===== src/rtl/booth_product_accumulator.sv =====
// Accumulates signed Booth-multiplier products into saturating group sums,
// presenting each group result on a held valid/ready output handshake.
module booth_product_accumulator #(
  parameter int NUM_BITS = 4,
  parameter int ACC_LEN  = 4,
  parameter int ACC_BITS = 10
) (
  input  logic                           clk,
  input  logic                           rst_n,
  input  logic                           in_valid,
  output logic                           in_ready,
  input  logic [2*NUM_BITS-1:0]          in_prod,
  input  logic                           in_last,
  output logic                           out_valid,
  input  logic                           out_ready,
  output logic [ACC_BITS-1:0]            out_sum,
  output logic                           out_sat,
  output logic [$clog2(ACC_LEN+1)-1:0]   out_count
);

  localparam int PROD_W = 2 * NUM_BITS;
  localparam int CNT_W  = $clog2(ACC_LEN + 1);
  localparam logic [CNT_W-1:0]    LEN_C = CNT_W'(ACC_LEN);
  localparam logic [ACC_BITS-1:0] MAX_C = {1'b0, {(ACC_BITS-1){1'b1}}};
  localparam logic [ACC_BITS-1:0] MIN_C = {1'b1, {(ACC_BITS-1){1'b0}}};

  typedef enum logic {
    S_ACC = 1'b0,
    S_OUT = 1'b1
  } state_e;

  state_e              state_q, state_d;
  logic [ACC_BITS-1:0] acc_q, acc_d;
  logic [CNT_W-1:0]    cnt_q, cnt_d;
  logic                sat_q, sat_d;
  logic [ACC_BITS-1:0] sum_q, sum_d;
  logic                osat_q, osat_d;
  logic [CNT_W-1:0]    count_q, count_d;

  logic [ACC_BITS:0]   nxt_wide;
  logic [ACC_BITS-1:0] nxt_clamped;
  logic                nxt_ovf;
  logic [CNT_W-1:0]    cnt_inc;
  logic                accept;
  logic                close;

  assign in_ready  = (state_q == S_ACC);
  assign out_valid = (state_q == S_OUT);
  assign out_sum   = sum_q;
  assign out_sat   = osat_q;
  assign out_count = count_q;

  assign accept  = in_valid & in_ready;
  assign cnt_inc = cnt_q + CNT_W'(1);
  assign close   = accept & ((cnt_inc == LEN_C) | in_last);

  // One guard bit is enough: the two top bits disagree exactly when the
  // true sum leaves the ACC_BITS signed range.
  always_comb begin
    nxt_wide = {acc_q[ACC_BITS-1], acc_q}
             + {{(ACC_BITS+1-PROD_W){in_prod[PROD_W-1]}}, in_prod};
    nxt_ovf  = nxt_wide[ACC_BITS] ^ nxt_wide[ACC_BITS-1];
    if (!nxt_ovf) begin
      nxt_clamped = nxt_wide[ACC_BITS-1:0];
    end else if (nxt_wide[ACC_BITS]) begin
      nxt_clamped = MIN_C;
    end else begin
      nxt_clamped = MAX_C;
    end
  end

  always_comb begin
    state_d = state_q;
    acc_d   = acc_q;
    cnt_d   = cnt_q;
    sat_d   = sat_q;
    sum_d   = sum_q;
    osat_d  = osat_q;
    count_d = count_q;
    case (state_q)
      S_ACC: begin
        if (accept) begin
          acc_d = nxt_clamped;
          cnt_d = cnt_inc;
          sat_d = sat_q | nxt_ovf;
          if (close) begin
            state_d = S_OUT;
            sum_d   = nxt_clamped;
            osat_d  = sat_q | nxt_ovf;
            count_d = cnt_inc;
          end
        end
      end
      S_OUT: begin
        if (out_ready) begin
          state_d = S_ACC;
          acc_d   = '0;
          cnt_d   = '0;
          sat_d   = 1'b0;
        end
      end
      default: state_d = S_ACC;
    endcase
  end

  always_ff @(posedge clk) begin
    if (!rst_n) begin
      state_q <= S_ACC;
      acc_q   <= '0;
      cnt_q   <= '0;
      sat_q   <= 1'b0;
      sum_q   <= '0;
      osat_q  <= 1'b0;
      count_q <= '0;
    end else begin
      state_q <= state_d;
      acc_q   <= acc_d;
      cnt_q   <= cnt_d;
      sat_q   <= sat_d;
      sum_q   <= sum_d;
      osat_q  <= osat_d;
      count_q <= count_d;
    end
  end

endmodule


===== config.mk =====
export PLATFORM = sky130hd
export DESIGN_NAME = booth_product_accumulator
export DESIGN_NICKNAME = d
export VERILOG_FILES = /design/src/rtl/booth_product_accumulator.sv
export SDC_FILE = /design/constraint.sdc
export NUM_CORES = 1
export LEC_CHECK = 0
export CORE_ASPECT_RATIO = 1.25
export CORE_MARGIN = 5
export CORE_UTILIZATION = 47
export DETAILED_ROUTE_END_ITERATION = 6
export GPL_ROUTABILITY_DRIVEN = 1
export PLACE_DENSITY = 0.7
export SLEW_MARGIN = 10
export SYNTH_ARGS = -nofsm -noshare
export SYNTH_HDL_FRONTEND = slang
export SYNTH_SLANG_ARGS = --single-unit

===== constraint.sdc =====
create_clock -name clk -period 2.62 [get_ports clk]
set_input_delay 0.262 -clock clk [delete_from_list [all_inputs] [get_ports clk]]
set_output_delay 0.262 -clock clk [all_outputs]
set_load 0.03 [all_outputs]

==> Word-level counts from Yosys, hierarchy flattened <==
Cells that the tools add are included.
Widths: inputs -> output; s select.
{ "totals": {"ff_bits": 29, "inputBits": 13, "output_inout_bits": 16, "elab_cells": 35} }
{ "classes": {"add_sub_neg": 2, "eq_ne": 3, "mux": 15, "bitwise": 6, "reduce_logical": 2} }
{ "ops": {"columns": ["operator", "n"], "rows": [
  ["$mux 10", 4],
  ["$pmux 10 s2", 1],
  ["$add 10x8->11", 1],
  ["$mux 3", 2],
  ["$pmux 3 s2", 1],
  ["$mux 1", 5],
  ["$pmux 1 s2", 2],
  ["$add 3x1->3 const B", 1],
  ["$eq 3x3->1 const B", 1],
  ["$reduce_and 3->1", 1],
  ["$and 1x1->1", 2],
  ["$ne 2x1->1 const B", 1],
  ["$ne 2x2->1 const B", 1],
  ["$or 1x1->1", 2],
  ["$reduce_and 2->1", 1],
  ["$not 1->1", 1],
  ["$xor 1x1->1", 1]
]} }

==> Depth between registers and ports, before layout <==
Gate-level depths: netlist of run 1.
{ "logic_depth": {"ltp_word": 7, "depth_mapped": 11, "mapped_depth_nobuf": 9} }

==> Least setup slack after synthesis of run 1 <==
Ideal clock, no wire load.
{ "synth_timing": {"kind": "register to register", "start": "reg acc_q[0]", "end": "reg acc_q[2]", "setup_time_ps": 132, "arrival_time_ps": 2262, "t_required_ps": 2488, "path_slack_ps": 227, "path_stages_with_launch": 10, "path_buffers": 0, "period_less_slack_ps": 2393, "cell_sequence": "dfxtp_1 > ha_1 > fa_1 > a211oi_1 > o21ai_2 > a41oi_4 > inv_2 > maj3_2 > a211oi_1 > nor3_1"} }
{ "synth_between": {"elab_chain_len": 5, "elab_cells_between_ends": 6, "cone_classes": "add/sub: 1; mux: 4; bitwise: 1"} }
{ "synth_rtl": {"columns": ["element", "line_no", "rtl"], "rows": [
  ["start, declared", "33", "logic [ACC_BITS-1:0] acc_q, acc_d;"],
  ["start signal, assigned", "109", "acc_q <= '0;"],
  ["start signal, assigned", "117", "acc_q <= acc_d;"],
  ["$add 10x8->11 *", "61", "+ {{(ACC_BITS+1-PROD_W){in_prod[PROD_W-1]}}, in_prod};"],
  ["$mux 10 or $xor 1x1->1 (tied branches)", "65, 62", null],
  ["$mux 10 *", "63", "if (!nxt_ovf) begin"],
  ["$mux 10 *", "82", "if (accept) begin"],
  ["$pmux 10 s2 *", "80", "case (state_q)"]
]} }
Every way passes the cells marked *; elsewhere a longest branch is shown, timed or not. The select of a mux whose other input is x is not followed.
A chain may end at the register's enable or synchronous reset.

==> Final worst setup path of run 1 <==
{ "layout_timing": {"start": "in in_prod[0]", "end": "reg sum_q[4], in the netlist out_sum[4]"} }
{ "layout_between": {"elab_chain_len": 3, "elab_cells_between_ends": 4, "cone_classes": "add/sub: 1; mux: 2; bitwise: 1"} }
{ "layout_rtl": {"columns": ["element", "line_no", "rtl"], "rows": [
  ["start, declared", "12", "input logic [2*NUM_BITS-1:0] in_prod,"],
  ["$add 10x8->11 *", "61", null],
  ["$mux 10 or $xor 1x1->1 (tied branches)", "65, 62", null],
  ["$mux 10 *", "63", null],
  ["end signal, assigned", "120", "sum_q <= sum_d;"],
  ["end, declared", "36", "logic [ACC_BITS-1:0] sum_q, sum_d;"]
]} }
Every way passes the cells marked *; elsewhere a longest branch is shown, timed or not.

==> flow_summary.toml, run 1 <==
[setup_path]
slowest_stage = "clkdlybuf4s50_1"
reg2reg_depth = 9
rr_startpoint = "acc_q[0]$_SDFFE_PN0P_"
cpMostUsedCell = "a21oi_1"
critPathBufInv = 2
cp-startpoint = "in_prod[0]"
critPathMaxFanout = 4
start_kind = "input port"
r2r_setup_slack_ns = 0.26
critical_path_depth = 10
cp-end-kind = "flip-flop"
worstSetupPathType = "in -> reg"
path_delay_family = "adder cells"
setup.worst_path.end = "out_sum[4]$_SDFFE_PN0P_"
max_stage_delay_ns = 0.40
arrival_ns = 2.61
cp.required_ns = 2.77
r2r-end = "out_sum[4]$_SDFFE_PN0P_"
worstPathCellList = "clkdlybuf4s50_1 > ha_1 > fa_1 > buf_4 > a21o_1 > a21oi_1 > xor2_1 > a21oi_1 > nor3_1 > o31ai_1"

[detailed_routing]
vias_per_cell = 5.82
wl_per_cell_um = 14.7
first_pass_iters = 4
routed-via-count = 1855
drc = 0
wirelength_um = 4700
drtIter0Drc = 77
ant_nets = 0

[logic_synthesis]
synth_area_leaders = "dfxtp_1 (32%), ha_1 (8.4%), o21ai_0 (7.8%)"
synthTopCellsByCount = "dfxtp_1 (29), o21ai_0 (28), a21oi_1 (24), nor2_1 (24), nand2_1 (16)"
syn_nets = 251
yosys.area.top_type = "dfxtp_1"
avgSynthCellArea_um2 = 7.97
synth-seq-cells = 29
synth-edff-count = 0
synthFlopType = "dfxtp_1"
yosysMostFrequentCell = "dfxtp_1"
yosysUniqueCellTypes = 45
synth_cells = 225
async_flop_share_pct = 0
synth-seq-area-share_pct = 32.4
ys_warn_count = 0
netlist_area_um2 = 1790
synth_top_area_share_pct = 32.4

[timing]
rsz0062_at_grt = "false"
skew_ns = 0.00509
hold_viol_final = 0
setup_viol = 0
finalCriticalPeriod_ns = 2.46
fmax_ghz = 0.406
worstMarginPinSlew_ns = 0.593
setup_ws_ns = 0.157
maxSlewViolCount = 0
max_slew_margin_pct = 60.0
holdWs_ns = 0.461
period_share_pct = 94.0

[pwr]
p_per_area_nw_per_um2 = 753
vdd_ir_drop_max_uv = 567
leakagePower_nw = 1.01

[floorplanning]
start_util_pct = 48.2
ios = 29
die_w_um = 65.2
num_rows = 25
core_um2 = 3720
die_y_um = 79.1
die_area_um2 = 5160

[cts]
clk_latency_ns = 0.27
htreeDepth = 2
cts_setup_buffers = 0
clock_sinks = 29
root_buffer = "clkbuf_8"
cts_buffer_depth = 2
cts_inserted_buffers = 5
cts_tree = "built"
clk_pin_slew_worst_paths_ns = 0.06

[cells_and_area]
nets = 305
finish.utilization_pct = 64.3
drive_gt1_share_pct = 16.8
syn_to_final_growth_pct = 33.5
design_area_um2 = 2390
insertedDiodeCount = 0

[global_routing]
grt_overflow = 0
grt_usage_pct = 20.0
grt_start_max_net_pins = 21
grt_pass1_wl_um = 8140
grt_pass1_vias = 1761
antenna_found_initial = 0

[placed_design]
dp_hpwl_um = 3610
io_buffers = 28
pre_cts_slack_ns = -0.203
place_area_um2 = 2300
place_congestion = 0.807

[flow_run]
maxCapViolCount = 0

[min_path]
hp-class = "reg -> reg"

[run_status]
status = "finished clean"
## routing by layer
layer | routed length (µm) | global-route usage [%]
met5 | 0 | 0
met4 | 75 | 6.22
met3 | 245 | 4.24
met2 | 2240 | 33.7
met1 | 2140 | 25.2
## power breakdown
group	internal [W]	switching, W
clock network	0.000208	0.000156
logic	0.000411	0.000483
registers	0.000502	0.0000416
total	0.00112	0.000681
## placed cells by master, fill, tap and decap left out, drive strengths merged, types with 4 or more instances in the layout
cell type      count
o21ai             29
nor2              24
dfxtp             29
nand3             13
nor3               4
buf               33
a21o               8
a211oi             6
o31ai              5
nand2             16
clkdlybuf4s50     28
ha                12
a21oi             25
clkbuf             7
inv                5
## metrics by stage
step	power, W	std cells	setup TNS, ns
floorplan	0.00111	225	0
global placement	0.00142	312	-2.62
detailed placement	0.00143	312	-2.91
CTS	0.00180	319	0
global route	0.00193	319	0
finish	0.00180	319	0
## flip-flops by register name, summed over array words and instances (netlist names)
name,count
out_count,3
acc_q,10
out_sat,1
out_valid,1
out_sum,10
sat_q,1
cnt_q,3
## logic make-up after synthesis
logic type	share of synthesized area, %
and+or+nand+nor	15.6
DFF	32.4
AOI/OAI and AO/OA	33.0
adders and majority gates	11.2
xor gates and xnor gates	2.93
buffers and inverters	4.88
## tightest hold or removal path: cells and delay by family (launching register included)
| family | cells | cell delay (ns) |
|---|---|---|
| flip-flops | 1 | 0.31 |
| AND/OR/NAND/NOR | 1 | 0.05 |
| AO/OA/AOI/OAI | 1 | 0.05 |
## what timing repair did
item	CTS	global route
gates resized for setup	0	3
setup endpoints to repair	0	11
hold buffers	0	0
endpoints found under the hold margin	0	0
## worst min path at each step
stage / from / to / slack (ns) / depth (start not counted)
2_1_floorplan: out_ready / out_valid$_SDFF_PN0_ / 0.44 / 2
3_3_place_gp: out_count[1]$_SDFFE_PN0P_ / out_count[1]$_SDFFE_PN0P_ / 0.45 / 2
3_5_place_dp: out_count[1]$_SDFFE_PN0P_ / out_count[1]$_SDFFE_PN0P_ / 0.45 / 2
4_1_cts: out_count[1]$_SDFFE_PN0P_ / out_count[1]$_SDFFE_PN0P_ / 0.46 / 2
5_1_grt: out_count[1]$_SDFFE_PN0P_ / out_count[1]$_SDFFE_PN0P_ / 0.48 / 2
6_report: out_count[1]$_SDFFE_PN0P_ / out_count[1]$_SDFFE_PN0P_ / 0.46 / 2
## final cells by class
class                      count  area [µm²]
multi-input combinational    177        1130
fill                         330        1330
tap                           40        50.0
timing repair buffer          61         528
sequential                    29         581
clock buffer                   7        86.3
inverter                       5        18.8
No activity file was read; power rests on OpenSTA's default activity.
==> run 2, diff against run 1 <==
--- a/config.mk
+++ b/config.mk
@@ -11,6 +11,7 @@
 export DETAILED_ROUTE_END_ITERATION = 6
 export GPL_ROUTABILITY_DRIVEN = 1
 export PLACE_DENSITY = 0.7
+export REMOVE_ABC_BUFFERS = 1
 export SLEW_MARGIN = 10
 export SYNTH_ARGS = -nofsm -noshare
 export SYNTH_HDL_FRONTEND = slang
==> run 2 against run 1 <==
  * Global-route usage rose by 0.42 points
  * Clock power grew 32%
  * First-iteration DRC count rose by 17%
  * Combinational power down 2.8%
  * Routed wire length rose by 2.8%
  * Cell count fell by 0.31%
  * Non-clock buffer count down 2
  * Power increased by 5.2%
  * Critical endpoint is now out_sum[8]$_SDFFE_PN0P_
==> flow_summary.toml, run 2 (synthesized netlist as in run 1, its figures left out) <==
[run_status]
status = "finished clean"

[cts]
root_buffer = "clkbuf_8"
cts_setup_buffers = 0
htreeDepth = 2
cts_resized = 0
cts_inserted_buffers = 5
ctsHoldBuffers = 0
cts_buffer_depth = 2
clock_sinks = 29
clk_latency_ns = 0.28
clk_pin_slew_worst_paths_ns = 0.06
cts_tree = "built"

[setup_path]
critPathMaxFanout = 4
reg2reg_depth = 10
cp.required_ns = 2.79
setup.worst_path.end = "out_sum[8]$_SDFFE_PN0P_"
r2r_setup_slack_ns = 0.21
cp-end-kind = "flip-flop"
start_kind = "input port"
rr_startpoint = "acc_q[0]$_SDFFE_PN0P_"
r2r-end = "out_sum[8]$_SDFFE_PN0P_"
cp-startpoint = "in_prod[0]"
arrival_ns = 2.66
worstSetupPathType = "in -> reg"

[floorplanning]
start_util_pct = 48.2
die_y_um = 79.1
num_rows = 25
core_um2 = 3720
ios = 29
die_area_um2 = 5160
die_w_um = 65.2

[cells_and_area]
insertedDiodeCount = 0
syn_to_final_growth_pct = 34.3
finish.utilization_pct = 64.7
nets = 303
regArea_um2 = 581
layout_commonest_cell = "buf_4"
drive_gt1_share_pct = 16.5
multi_input_area_um2 = 1130
final_cells = 318
fillers = 347
final_cell_mix = "buf_4 (31), dfxtp_1 (29), o21ai_0 (28), clkdlybuf4s50_1 (28)"

[placed_design]
pre_cts_slack_ns = -0.201
place_congestion = 0.848
io_buffers = 28
dp_hpwl_um = 3650
dp.cells = 310

[global_routing]
antenna_found_initial = 0
grt_pass1_vias = 1749
grt_usage_pct = 20.4
grt_pass1_wl_um = 8150
grt_overflow = 0
grt_start_max_net_pins = 21

[detailed_routing]
first_pass_iters = 4
wl_per_cell_um = 15.2
drc = 0
wirelength_um = 4830
routed-via-count = 1864
drtIter0Drc = 90
vias_per_cell = 5.86
ant_nets = 0

[timing]
hold_viol_final = 0
setup_ws_ns = 0.129
max_slew_margin_pct = 67.0
fmax_ghz = 0.401
skew_ns = 0.00713
setup_viol = 0
finalCriticalPeriod_ns = 2.49
worstMarginPinSlew_ns = 0.490
setup_tns_ns = 0
maxSlewViolCount = 0
period_share_pct = 95.1
rsz0062_at_grt = "false"

[min_path]
holdPathStages = 2
hp-class = "reg -> reg"

[flow_run]
maxCapViolCount = 0

[pwr]
vdd_ir_drop_max_uv = 474
leakagePower_nw = 1.02
p_per_area_nw_per_um2 = 787
[run 2: changes by cell type in the layout (fill, tap and decap cells not counted), sizes merged]
cell,before,now
buf,33,31
bufinv,0,1
[run 2: worst min path at each step]
stage                                   start                        end  slack, ns
floorplan                               rst_n      acc_q[9]$_SDFFE_PN0P_       0.38
global placement    out_count[1]$_SDFFE_PN0P_  out_count[1]$_SDFFE_PN0P_       0.45
detailed placement  out_count[1]$_SDFFE_PN0P_  out_count[1]$_SDFFE_PN0P_       0.46
CTS                 out_count[1]$_SDFFE_PN0P_  out_count[1]$_SDFFE_PN0P_       0.47
global route        out_count[1]$_SDFFE_PN0P_  out_count[1]$_SDFFE_PN0P_       0.50
finish              out_count[1]$_SDFFE_PN0P_  out_count[1]$_SDFFE_PN0P_       0.48
[run 2: critical path, cell delays in order]
cell and delay [ns]:
clkdlybuf4s50_1 0.40, ha_1 0.22, fa_1 0.40, a211oi_2 0.25, o21ai_2 0.12, buf_4 0.15, o21ai_0 0.15, a41oi_1 0.10
o21ai_0 0.19, a32oi_1 0.15, a31o_2 0.26
[run 2: layout make-up]
cell class | count | share of cell area, %
Sequential cell | 29 | 24.1
Clock inverter | 1 | 1.25
Tap cell | 40 | 2.08
Clock buffer | 7 | 3.58
Timing Repair Buffer | 59 | 21.3
Inverter | 5 | 0.779
Multi-Input combinational cell | 177 | 46.9
[run 2: power breakdown]
group | internal [W] | leakage [nW] | switching, W | total (W)
logic | 0.000392 | 0.720 | 0.000477 | 0.000869
registers | 0.000502 | 0.238 | 0.0000432 | 0.000545
clock network | 0.000310 | 0.0585 | 0.000171 | 0.000481
[run 2: metal layers]
layer	share of wire [%]	global-route usage, %	wire [µm]
met5	0	0	0
met4	1.5	8.09	73
met3	4.1	4.24	197
met2	49	33.3	2360
met1	46	26.0	2200
[run 2: through the flow]
| stage | cell area (µm²) | hold WS (ns) | total power (W) |
|---|---|---|---|
| after floorplan | 1720 | 0.384 | 0.00108 |
| after global placement | 2290 | 0.450 | 0.00140 |
| after detailed placement | 2290 | 0.458 | 0.00141 |
| after CTS | 2400 | 0.472 | 0.00190 |
| after global routing | 2410 | 0.503 | 0.00202 |
| final | 2410 | 0.476 | 0.00190 |
==> run 3, diff against run 2 <==
==> constraint.sdc (replaced) <==
create_clock -name clk -period 2.3 [get_ports clk]
set_input_delay 0.23 -clock clk [delete_from_list [all_inputs] [get_ports clk]]
set_output_delay 0.23 -clock clk [all_outputs]
set_load 0.03 [all_outputs]
==> run 3 against run 2 <==
  * The flow now finishes with violations (negative setup slack)
  * Non-clock buffer count grew 13
  * Via count grew 2.7%
  * Worst setup slack lost 0.16 ns
  * Flip-flop and latch count is the same
  * Critical endpoint is now acc_q[2]$_SDFFE_PN0P_
  * Largest cell class unchanged
==> flow_summary.toml, run 3 (synthesized netlist as in run 1, its figures left out) <==
[placed_design]
place_congestion = 0.828
dp_hpwl_um = 3810
pre_cts_slack_ns = -0.573
io_buffers = 28
dp.cells = 318

[timing]
fmax_ghz = 0.429
max_slew_margin_pct = 51.5
maxSlewViolCount = 0
skew_ns = 0.00736
setup_tns_ns = -0.141
worstMarginPinSlew_ns = 0.720
finalCriticalPeriod_ns = 2.33
hold_viol_final = 0
period_share_pct = 101
setup_ws_ns = -0.0295
rsz0062_at_grt = "true"
setup_viol = 8

[pwr]
leakagePower_nw = 1.11
p_per_area_nw_per_um2 = 875
vdd_ir_drop_max_uv = 520
finalPower_w = 0.00231

[detailed_routing]
drc = 0
vias_per_cell = 5.79
first_pass_iters = 4
wl_per_cell_um = 15.6
drtIter0Drc = 108
wirelength_um = 5170
routed-via-count = 1915
ant_nets = 0

[cells_and_area]
final_cells = 331
layout_commonest_cell = "buf_4"
drive_gt1_share_pct = 28.9
insertedDiodeCount = 0
nets = 316
finish.utilization_pct = 71.0
syn_to_final_growth_pct = 47.5
final_cell_mix = "buf_4 (42), dfxtp_1 (28), clkdlybuf4s50_1 (27)"

[setup_path]
r2r-end = "acc_q[2]$_SDFFE_PN0P_"
rr_startpoint = "acc_q[0]$_SDFFE_PN0P_"
cp-end-kind = "flip-flop"
r2r_setup_slack_ns = -0.03
critPathMaxFanout = 3
worstSetupPathType = "reg -> reg"
cp.required_ns = 2.46
start_kind = "flip-flop"
arrival_ns = 2.49
reg2reg_depth = 9

[global_routing]
grt_usage_pct = 21.2
grt_overflow = 0
grt_pass1_wl_um = 8370
grt_start_max_net_pins = 21
antenna_found_initial = 0
grt_pass1_vias = 1825

[min_path]
hp-class = "reg -> reg"
holdPathStages = 2
hold_path_startpoint = "out_count[1]$_SDFFE_PN0P_"
hold_end = "out_count[1]$_SDFFE_PN0P_"

[cts]
cts_buffer_depth = 2
clk_pin_slew_worst_paths_ns = 0.07
root_buffer = "clkbuf_8"
cts_inserted_buffers = 5
htreeDepth = 2
clk_latency_ns = 0.29
cts_tree = "built"
clock_sinks = 29

[floorplanning]
ios = 29
die_area_um2 = 5160
num_rows = 25
die_y_um = 79.1
core_um2 = 3720
start_util_pct = 48.2
die_w_um = 65.2

[flow_run]
maxCapViolCount = 0

[run_status]
violations = "negative setup slack"
status = "finished with violations"
[run 3: layout make-up]
class                   instances  area (µm²)
multi-input cells             177        1270
flip-flops and latches         29         582
inverters                       5        18.8
clock buffers                   7        96.3
fillers                       292        1080
clock inverters                 1        5.00
repair buffers                 72         621
well taps                      40        50.0
[run 3: worst max path at each step]
stage                     slack, ns  depth (start not counted)                      end                  start
final                         -0.03                          9    acc_q[2]$_SDFFE_PN0P_  acc_q[0]$_SDFFE_PN0P_
after detailed placement      -0.57                         11  out_sum[0]$_SDFFE_PN0P_             in_prod[0]
after global routing          -0.14                          9    acc_q[2]$_SDFFE_PN0P_  acc_q[0]$_SDFFE_PN0P_
after floorplan               -0.09                          9    acc_q[2]$_SDFFE_PN0P_  acc_q[0]$_SDFFE_PN0P_
after global placement        -0.49                         10  out_sum[2]$_SDFFE_PN0P_             in_prod[0]
after CTS                    0.0001                         10    acc_q[6]$_SDFFE_PN0P_             in_prod[0]
[run 3: what timing repair did]
action / CTS / global route
hold buffers: 0 / 0
setup buffers: 1 / 4
pin swaps: 5 / 30
setup endpoints to repair: 22 / 22
endpoints found under the hold margin: 0 / 0
resized for setup: 10 / 34
[run 3: where the power goes]
part	leakage, nW	total, W	switching (W)	internal [W]
logic	0.816	0.00122	0.000653	0.000571
clock network	0.0542	0.000468	0.000198	0.000270
registers	0.239	0.000622	0.0000502	0.000572
[run 3: worst max-delay path, cell delays in order, from the launching register on]
cell and delay (ns):
dfxtp_2 0.34, ha_4 0.16, fa_2 0.39, a211oi_2 0.26, o21ai_2 0.14, a41oi_4 0.23, inv_2 0.06, maj3_2 0.34
a211oi_2 0.22, nor3_2 0.06
[run 3: per-stage QoR]
stage                     area (µm²)  hold slack (ns)
final                           2640            0.473
after global routing            2640            0.506
after CTS                       2490            0.476
after detailed placement        2350            0.469
after global placement          2350            0.448
after floorplan                 1720            0.352
[run 3: per-layer routing]
| layer | vias up | routed length [µm] | track usage (%) |
|---|---|---|---|
| met2 | 50 | 2550 | 33.8 |
| met1 | 889 | 2240 | 26.5 |
| li1 | 964 | - | - |
| met4 | 0 | 140 | 11.6 |
| met5 | - | 0 | 0 |
| met3 | 12 | 251 | 3.96 |
